<file path="src/rtl/ifm_pkg.sv">
// Shared types and helpers for the instruction fetch memory: FSM states,
// fault classification and the default NOP encoding.
package ifm_pkg;

    localparam int unsigned ADDR_W = 32;
    localparam logic [31:0] NOP_DEFAULT = 32'h0000_0000;

    typedef enum logic {
        ST_LOAD = 1'b0,
        ST_RUN  = 1'b1
    } ifm_state_e;

    typedef enum logic [1:0] {
        FC_NONE       = 2'd0,
        FC_MISALIGNED = 2'd1,
        FC_RANGE      = 2'd2,
        FC_UNLOADED   = 2'd3
    } fault_cause_e;

    // Classify a fetch; the full 30-bit word index is compared so high addresses never alias.
    function automatic fault_cause_e fault_cause(input logic [ADDR_W-1:0] addr,
                                                 input logic [31:0]       loaded,
                                                 input int unsigned       depth);
        logic [31:0] idx;
        idx = {2'b00, addr[ADDR_W-1:2]};
        if (addr[1:0] != 2'b00) begin
            return FC_MISALIGNED;
        end
        if (idx >= depth) begin
            return FC_RANGE;
        end
        if (idx >= loaded) begin
            return FC_UNLOADED;
        end
        return FC_NONE;
    endfunction

endpackage

</file>
<file path="src/rtl/instruction_fetch_memory_if.sv">
// Fetch-side request/response bus between the fetch stage (master) and the
// instruction memory (slave).
interface instruction_fetch_memory_if
    import ifm_pkg::*;
#(
    parameter int unsigned WIDTH = 32
) ();

    logic              ReqValid;
    logic              ReqReady;
    logic [ADDR_W-1:0] Address;
    logic              RespValid;
    logic              RespReady;
    logic [WIDTH-1:0]  Instruction;
    logic              Fault;

    modport master (
        output ReqValid,
        output Address,
        output RespReady,
        input  ReqReady,
        input  RespValid,
        input  Instruction,
        input  Fault
    );

    modport slave (
        input  ReqValid,
        input  Address,
        input  RespReady,
        output ReqReady,
        output RespValid,
        output Instruction,
        output Fault
    );

endinterface

</file>
<file path="src/rtl/ifm_ram_1r1w.sv">
// DEPTH x WIDTH storage with one write port and one registered read port.
// The read register only updates on rd_en_i so it holds while a response stalls.
module ifm_ram_1r1w #(
    parameter int unsigned WIDTH = 32,
    parameter int unsigned DEPTH = 128,
    parameter int unsigned AW    = $clog2(DEPTH)
) (
    input  logic             clk,
    input  logic             wr_en_i,
    input  logic [AW-1:0]    wr_addr_i,
    input  logic [WIDTH-1:0] wr_data_i,
    input  logic             rd_en_i,
    input  logic [AW-1:0]    rd_addr_i,
    output logic [WIDTH-1:0] rd_data_o
);

    logic [WIDTH-1:0] mem_q [DEPTH];
    logic [WIDTH-1:0] rd_data_q;

    always_ff @(posedge clk) begin
        if (wr_en_i) begin
            mem_q[wr_addr_i] <= wr_data_i;
        end
    end

    always_ff @(posedge clk) begin
        if (rd_en_i) begin
            rd_data_q <= mem_q[rd_addr_i];
        end
    end

    assign rd_data_o = rd_data_q;

endmodule

</file>
<file path="src/rtl/instruction_fetch_memory.sv">
// Loadable instruction memory: program streamed in during LOAD, then served
// through a registered valid/ready fetch port in RUN with NOP+Fault on bad fetches.
module instruction_fetch_memory
    import ifm_pkg::*;
#(
    parameter int unsigned      WIDTH    = 32,
    parameter int unsigned      DEPTH    = 128,
    parameter int unsigned      AW       = $clog2(DEPTH),
    parameter logic [WIDTH-1:0] NOP_WORD = WIDTH'(NOP_DEFAULT)
) (
    input  logic                       Clk,
    input  logic                       Reset,
    input  logic                       LoadValid,
    input  logic [WIDTH-1:0]           LoadData,
    input  logic                       LoadDone,
    output logic                       LoadFull,
    output logic [AW:0]                LoadCount,
    instruction_fetch_memory_if.slave  fetch
);

    localparam int unsigned CW = AW + 1;

    ifm_state_e   state_q, state_d;
    logic [CW-1:0] load_count_q, load_count_d;
    logic         load_full_q, load_full_d;
    logic         resp_valid_q, resp_valid_d;
    logic         nop_sel_q, nop_sel_d;
    logic         fault_q, fault_d;

    logic         req_ready_c;
    logic         accept_c;
    logic         wr_en_c;
    logic         rd_en_c;
    fault_cause_e cause_c;
    logic [AW-1:0] wr_addr_c;
    logic [AW-1:0] rd_addr_c;
    logic [WIDTH-1:0] rd_data;

    assign wr_addr_c = load_count_q[AW-1:0];
    assign rd_addr_c = fetch.Address[AW+1:2];

    // Next-state, handshake and fault classification.
    always_comb begin
        state_d      = state_q;
        load_count_d = load_count_q;
        resp_valid_d = resp_valid_q;
        nop_sel_d    = nop_sel_q;
        fault_d      = fault_q;
        req_ready_c  = 1'b0;
        accept_c     = 1'b0;
        wr_en_c      = 1'b0;
        rd_en_c      = 1'b0;
        cause_c      = fault_cause(fetch.Address, 32'(load_count_q), DEPTH);

        case (state_q)
            ST_LOAD: begin
                wr_en_c = LoadValid && !load_full_q;
                if (wr_en_c) begin
                    load_count_d = load_count_q + CW'(1);
                end
                if (LoadDone) begin
                    state_d = ST_RUN;
                end
            end
            ST_RUN: begin
                req_ready_c = !resp_valid_q || fetch.RespReady;
                accept_c    = fetch.ReqValid && req_ready_c;
                if (accept_c) begin
                    resp_valid_d = 1'b1;
                    nop_sel_d    = (cause_c != FC_NONE);
                    fault_d      = (cause_c != FC_NONE);
                    rd_en_c      = (cause_c == FC_NONE);
                end else if (fetch.RespReady) begin
                    resp_valid_d = 1'b0;
                end
            end
            default: begin
                state_d = ST_LOAD;
            end
        endcase

        load_full_d = (load_count_d == CW'(DEPTH));
    end

    always_ff @(posedge Clk) begin
        if (Reset) begin
            state_q      <= ST_LOAD;
            load_count_q <= '0;
            load_full_q  <= 1'b0;
            resp_valid_q <= 1'b0;
            nop_sel_q    <= 1'b1;
            fault_q      <= 1'b0;
        end else begin
            state_q      <= state_d;
            load_count_q <= load_count_d;
            load_full_q  <= load_full_d;
            resp_valid_q <= resp_valid_d;
            nop_sel_q    <= nop_sel_d;
            fault_q      <= fault_d;
        end
    end

    ifm_ram_1r1w #(
        .WIDTH (WIDTH),
        .DEPTH (DEPTH),
        .AW    (AW)
    ) u_ram (
        .clk       (Clk),
        .wr_en_i   (wr_en_c),
        .wr_addr_i (wr_addr_c),
        .wr_data_i (LoadData),
        .rd_en_i   (rd_en_c),
        .rd_addr_i (rd_addr_c),
        .rd_data_o (rd_data)
    );

    // nop_sel_q masks the un-reset read register until a real word has been read.
    assign fetch.ReqReady    = req_ready_c;
    assign fetch.RespValid   = resp_valid_q;
    assign fetch.Instruction = nop_sel_q ? NOP_WORD : rd_data;
    assign fetch.Fault       = fault_q;
    assign LoadFull          = load_full_q;
    assign LoadCount         = load_count_q;

endmodule

</file>
<file path="src/flat_wrapper.sv">
// flat-port wrapper written by rule: the top's interface ports become plain ports
module instruction_fetch_memory_flat import ifm_pkg::*;
#(
    parameter int unsigned      WIDTH    = 32,
    parameter int unsigned      DEPTH    = 128,
    parameter int unsigned      AW       = $clog2(DEPTH),
    parameter logic [WIDTH-1:0] NOP_WORD = WIDTH'(NOP_DEFAULT)
)
  (Clk, Reset, LoadValid, LoadData, LoadDone, LoadFull, LoadCount, fetch_ReqValid, fetch_Address, fetch_RespReady, fetch_ReqReady, fetch_RespValid, fetch_Instruction, fetch_Fault);
  instruction_fetch_memory_if #(.WIDTH(WIDTH)) fetch_i ();
  input  logic Clk;
  input  logic Reset;
  input  logic LoadValid;
  input  logic [WIDTH-1:0] LoadData;
  input  logic LoadDone;
  output logic LoadFull;
  output logic [AW:0] LoadCount;
  input wire logic [$bits(fetch_i.ReqValid)-1:0] fetch_ReqValid;
  input wire logic [$bits(fetch_i.Address)-1:0] fetch_Address;
  input wire logic [$bits(fetch_i.RespReady)-1:0] fetch_RespReady;
  output wire logic [$bits(fetch_i.ReqReady)-1:0] fetch_ReqReady;
  output wire logic [$bits(fetch_i.RespValid)-1:0] fetch_RespValid;
  output wire logic [$bits(fetch_i.Instruction)-1:0] fetch_Instruction;
  output wire logic [$bits(fetch_i.Fault)-1:0] fetch_Fault;
  assign fetch_i.ReqValid = fetch_ReqValid;
  assign fetch_i.Address = fetch_Address;
  assign fetch_i.RespReady = fetch_RespReady;
  assign fetch_ReqReady = fetch_i.ReqReady;
  assign fetch_RespValid = fetch_i.RespValid;
  assign fetch_Instruction = fetch_i.Instruction;
  assign fetch_Fault = fetch_i.Fault;
  instruction_fetch_memory #(.WIDTH(WIDTH), .DEPTH(DEPTH), .AW(AW), .NOP_WORD(NOP_WORD)) u_core (.Clk(Clk), .Reset(Reset), .LoadValid(LoadValid), .LoadData(LoadData), .LoadDone(LoadDone), .LoadFull(LoadFull), .LoadCount(LoadCount), .fetch(fetch_i));
endmodule
</file>
<file path="config.mk">
export PLATFORM = sky130hd
export DESIGN_NAME = instruction_fetch_memory_flat
export DESIGN_NICKNAME = d
export VERILOG_FILES = /design/src/rtl/ifm_pkg.sv /design/src/rtl/instruction_fetch_memory_if.sv /design/src/rtl/ifm_ram_1r1w.sv /design/src/rtl/instruction_fetch_memory.sv /design/src/flat_wrapper.sv
export SDC_FILE = /design/constraint.sdc
export NUM_CORES = 2
export LEC_CHECK = 0
export BUFFER_PORTS_ARGS = -buffer_cell sky130_fd_sc_hd__buf_2
export CAP_MARGIN = 40
export CORE_ASPECT_RATIO = 1.5
export CORE_UTILIZATION = 32
export DETAILED_ROUTE_END_ITERATION = 7
export GPL_TIMING_DRIVEN = 1
export MAX_ROUTING_LAYER = met4
export PLACE_DENSITY = 0.5
export SLEW_MARGIN = 20
export SYNTH_ARGS = -nofsm -noshare
export SYNTH_HDL_FRONTEND = slang
export SYNTH_HIERARCHICAL = 1
export SYNTH_SLANG_ARGS = --single-unit
</file>
<file path="constraint.sdc">
create_clock -name Clk -period 8.8 [get_ports Clk]
set_clock_uncertainty 0.05 [all_clocks]
set_input_delay 0.88 -clock Clk [delete_from_list [all_inputs] [get_ports Clk]]
set_output_delay 0.88 -clock Clk [all_outputs]
set_load 0.05 [all_outputs]
</file>
* After elaboration in Yosys (flattened, before gate mapping) *
Memory sizes are Yosys's and may differ from the RTL's. A register that Yosys moved wholly into a read port is not among the register bits.
Cells that the tools add are included.
W data, S select, Z words.

storage, ports and cells
  register bits = 13
  memory bits (writable) = 4,096
  output and inout port bits = 44
  word-level logic and storage cells = 47
  memories = 1

memory list
  memory              depth  width  read ports  clocked after Yosys merged registers in  write ports  RTL line            text
  u_core.u_ram.mem_q  128    32     1           1                                        1            ifm_ram_1r1w.sv:17  logic [WIDTH-1:0] mem_q [DEPTH];

cells by class
  add/sub/neg operators = 1
  order comparisons = 2
  equal/unequal tests = 1
  mux-type cells = 25
  reduce and logical (&&, ||, !) cells = 11

operators with widths
  operator               number
  $mux W32               1
  $ge A30 B8 Y1          1
  $ge A30 B8 Y1 const B  1
  $mux W1                16
  $mux W8                2
  $mux W2                6
  $add A8 B1 Y8 const B  1
  $eq A8 B8 Y1 const B   1
  $reduce_bool A2 Y1     3
  $reduce_and A2 Y1      2
  $logic_and A1 B1 Y1    2
  $logic_not A1 Y1       2
  $logic_not A2 Y1       1
  $logic_or A1 B1 Y1     1

* Depth between registers and ports, before layout *
  word-level depth = 11
  mapped depth = 8
  depth with buffers taken out = 7

* Modules after synthesis *
Netlist, hierarchy kept.

by module, submodules not included
  module                    instances  cells each  area each (um^2)  sequential area each (um^2)
  ifm_ram_1r1w              1          5,990       156,596.4         123,958.9
  instruction_fetch_memory  1          144         1,128.6           260.2

* Worst setup path before layout *
Ideal clock, no wire load.

  path kind = in2reg
  start = input LoadValid
  end = memory u_core.u_ram.mem_q[98][0] (enable)
  data arrival time = 4.109 ns
  path slack = 4.180 ns
  cell stages on the path = 5
  path buffers = 2
  path through = nor3b_2 buf_6 clkbuf_1 nand4_1 nor3_1

between the ends
  word-level cells in the longest chain between the ends = 4

ends and longest elaborated chain
  element                        RTL line                        text
  start, declared                flat_wrapper.sv:13              input logic LoadValid;
  $logic_and A1 B1 Y1            instruction_fetch_memory.sv:57  wr_en_c = LoadValid && !load_full_q;
  $mux W1                        instruction_fetch_memory.sv:55  case (state_q)
  via u_core.wr_en_c             instruction_fetch_memory.sv:32  logic wr_en_c;
  $mux W1                        ifm_ram_1r1w.sv:21              if (wr_en_i) begin
  $mux W1 (not written as such)  ifm_ram_1r1w.sv:22              mem_q[wr_addr_i] <= wr_data_i;
  end, declared                  ifm_ram_1r1w.sv:17

The timed path passes the listed nets, and every way through them passes these cells.

* Worst setup path in the final report *
  start = input fetch_Address[2]
  end = register u_core.u_ram.rd_data_q[11], in the netlist u_core/u_ram/rd_data_o[11] (read register of u_core.u_ram.mem_q) (data pin)

between the ends
  word-level cells in the longest chain between the ends = 10
  elaborated cells between the ends (all ways) = 15
  classes of those cells = 2 x order compare; 12 x mux; 1 x reduce/logical

ends and longest elaborated chain
  element               RTL line                        text
  start, declared       flat_wrapper.sv:19              input wire logic [$bits(fetch_i.Address)-1:0] fetch_Address;
  $ge A30 B8 Y1         ifm_pkg.sv:32                   if (idx >= loaded) begin
  $mux W1 (2 in a row)  ifm_pkg.sv:32
  $mux W1               ifm_pkg.sv:29                   if (idx >= depth) begin
  $mux W2               ifm_pkg.sv:35                   return FC_NONE;
  $mux W2               ifm_pkg.sv:32
  $mux W2               ifm_pkg.sv:29
  $logic_not A2 Y1      instruction_fetch_memory.sv:72  rd_en_c = (cause_c == FC_NONE);
  $mux W1               instruction_fetch_memory.sv:68  if (accept_c) begin
  $mux W1               instruction_fetch_memory.sv:55
  end, declared         ifm_ram_1r1w.sv:18              logic [WIDTH-1:0] rd_data_q;

Several ways; a longest one is shown, not always the timed one. The select of a mux whose other input is x is not followed.
A chain may end at the register's enable or synchronous reset.

==> run_results.csv <==
group,metric,value,unit
grt,antenna_found_initial,44,
synthesis,mappedNetlistArea,158000,um2
drt,via_per_inst,5.31,
synthesis,yosysWarnings,6,
sta,holdWs,0.0989,ns
clock_tree,clock-root-buffer,"clkbuf_16",
worst_setup_path,crit_arrival,4.99,ns
floorplan,die_area,496000,um2
finish,seq_area,124000,um2
sta,setup_tns,0,ns
finish,fin_util,0.371,
synthesis,avgSynthCellArea,25.7,um2
grt,use_met2,0.349,
clock_tree,cts_tree,"built",
floorplan,die_y,862,um
synthesis,yosys.area.top_type_share,0.786,
floorplan,num_rows,315,
sta,finalCritPeriodShare,0.494,
pwr,irDropWorstVdd,0.000152,V
synthesis,synth_area_leader_cell,"edfxtp_1",
pwr,power_leakage,55.0,nW
pwr,pwr_density_cell,225,nW/um2
place,hpwlAfterDp,273000,um
worst_setup_path,required,9.44,ns
sta,tightest_slew,1.31,ns
drt,vias,71500,
finish,area_delta_synth_final,15.6,%
sta,fin_ws,4.45,ns
place,io_buffers,113,
grt,track_usage,0.196,
synthesis,async_flop_share,0,
synthesis,synth_seq_cells,4141,
clock_tree,clock-sinks,4141,
synthesis,synth_cells,6134,
floorplan,ioPinCount,114,
min_path,hp-class,"in -> reg",
grt,grt_pass1_vias,74500,
synthesis,synth_flop_cell,"edfxtp_1",
finish,multi_input_area,33100,um2
sta,relSlewSlack,0.127,
clock_tree,cts_resized,0,
sta,maxSlewViolCount,0,
drt,wl,473000,um
worst_setup_path,critPathMaxFanout,97,
worst_setup_path,cp-start-kind,"primary input",
clock_tree,clock_latency,0.98,ns
finish,n_fill_cell,43800,
clock_tree,cts_setup_buffers,0,
floorplan,core_area,491000,um2
place,dp_slack,3.36,ns
drt,ant_nets,0,
grt,grt_pass1_wl,646000,um
finish,nets,6687,
worst_setup_path,critPathKind,"in -> reg",
grt,grtUsageMet1,0.237,
drt,firstDrtPassIters,7,
synthesis,ys_types,39,
pwr,totalPowerFinal,41.0,mW
floorplan,die_x,575,um
synthesis,synth_nets,6213,
synthesis,synth_edf_count,4128,
synthesis,yosysSeqAreaShare,0.788,
floorplan,initial_core_util,0.321,
sta,setup_violations,0,
sta,rsz0062_at_grt,"no",
finish,drive_above_1_share,0.358,
worst_setup_path,cp-end-kind,"flop",
synthesis,ys_top_cells_by_area,"edfxtp_1 (79%), mux4_2 (19%), clkbuf_1 (0.44%)",
clock_tree,h-tree-depth,5,
job,maxCapViolCount,0,
sta,finalHoldViolations,0,
drt,drt_iter0_drc,7901,
drt,drc_errors,0,
sta,fin_crit,4.35,ns
grt,grt_overflow,0,
clock_tree,clk_pin_slew_worst_paths,0.07,ns
grt,grt_util_met3,0.0249,
sta,fmax,230,MHz
drt,wl_per_cell,35.1,um
clock_tree,clock_path_buffers,4,
place,gp_congestion,0.820,
grt,grt_max_degree,136,
grt,busiest_layer,"met2",
outcome,status,"finished, final reports clean",
clock_tree,cts_buffers,394,
clock_tree,cts_hold_buffers,0,
-- through the flow --
step,cell area (um2),instances
after floorplan,158000,6134
after global placement,168000,12700
after detailed placement,169000,12700
after CTS,182000,13400
after global routing,182000,13500
final,182000,13500
-- cell usage in the layout (no fill, tap or decap), drive strengths merged, types with 3 or more instances in the layout --
cell type and count:
nor4 7, nand3 15, buf 400, clkinv 174, ha 9, diode 39
nor3 11, a21oi 3, and2 4, clkbuf 480, bufinv 47, nor2 137
nand2b 3, nor2b 41, xnor2 8, nand2 19, mux2 32, dfxtp 13
edfxtp 4128, inv 20, nand4 9, and4 6, a31oi 3, clkinvlp 11
mux4 1344
-- per-layer routing --
layer,share of wire,wire (um),vias up
met5,0,0,-
met4,0.022,10500,0
met3,0.054,25500,541
met2,0.54,255000,2351
met1,0.39,182000,40700
li1,-,-,27900
-- flip-flops by register name, summed over array words and instances (netlist names) --
| name | cells |
|---|---|
| u_core/state_q | 1 |
| u_core/LoadCount | 8 |
| u_core/u_ram/rd_data_o | 32 |
| u_core/LoadFull | 1 |
| u_core/nop_sel_q | 1 |
| u_core/u_ram/mem_q | 4096 |
| u_core/fetch.RespValid | 1 |
| u_core/fetch.Fault | 1 |
-- worst paths after layout --
path / start / endpoint / slack [ns] / cells past startpoint
worst max-delay path: fetch_Address[2] / u_core/u_ram/rd_data_o[11]$_DFFE_PP_ / 4.45 / 7
worst min-delay path: LoadDone / u_core/state_q$_SDFF_PP0_ / 0.1 / 3
worst max register to register: u_core/LoadCount[3]$_SDFF_PP0_ / u_core/u_ram/mem_q[77][12]$_DFFE_PP_ / 4.94 / 5
worst min register to register: u_core/fetch.RespValid$_SDFFE_PP0P_ / u_core/fetch.RespValid$_SDFFE_PP0P_ / 0.52 / 2
-- worst max-delay path, cell delays in order --
cell    delay (ns)
buf_12        0.62
buf_12        0.45
buf_4         0.64
mux4_2        0.58
mux4_2        0.49
mux4_2        0.67
mux2_2        0.35
-- area by class of cell --
type                    instances  area share
clock inverters               243      0.0138
inverters                       9    0.000192
diodes                         39    0.000535
repair buffers                400      0.0210
well taps                    6498      0.0446
flip-flops and latches       4141       0.682
clock buffers                 480      0.0566
multi-input cells            1662       0.182
-- synth_stat cells, types with 3 or more instances --
library cell	number
nor3_1	10
nor2b_1	41
mux4_2	1344
ha_1	9
buf_2	79
inv_1	9
mux2_2	32
and2_1	3
and4_1	5
nand2b_1	3
nor2_1	137
nor4_1	7
clkbuf_1	186
a31oi_1	3
nand2_1	19
edfxtp_1	4128
dfxtp_1	13
xnor2_1	8
buf_4	3
nand4_1	9
buf_1	50
buf_6	3
nand3_1	14
a21oi_1	3
-- cell families (layout without fill, tap and decap cells) --
| group | count (synthesis) | in the layout | synth area share |
|---|---|---|---|
| simple gates | 257 | 257 | 0.00784 |
| mux | 1376 | 1376 | 0.194 |
| buf+inv | 331 | 1132 | 0.00873 |
| other cells | 0 | 39 | 0 |
| flops | 4141 | 4141 | 0.788 |
| xor+xnor | 8 | 8 | 0.000444 |
| compound gates | 12 | 12 | 0.000516 |
| fa+ha+maj | 9 | 9 | 0.000714 |
-- power breakdown --
part / internal (mW) / switching [mW]
clock network: 9.74 / 7.52
registers: 21.7 / 0.00945
logic: 0.785 / 1.29
Note: power is estimated with default switching activity, not from simulation.
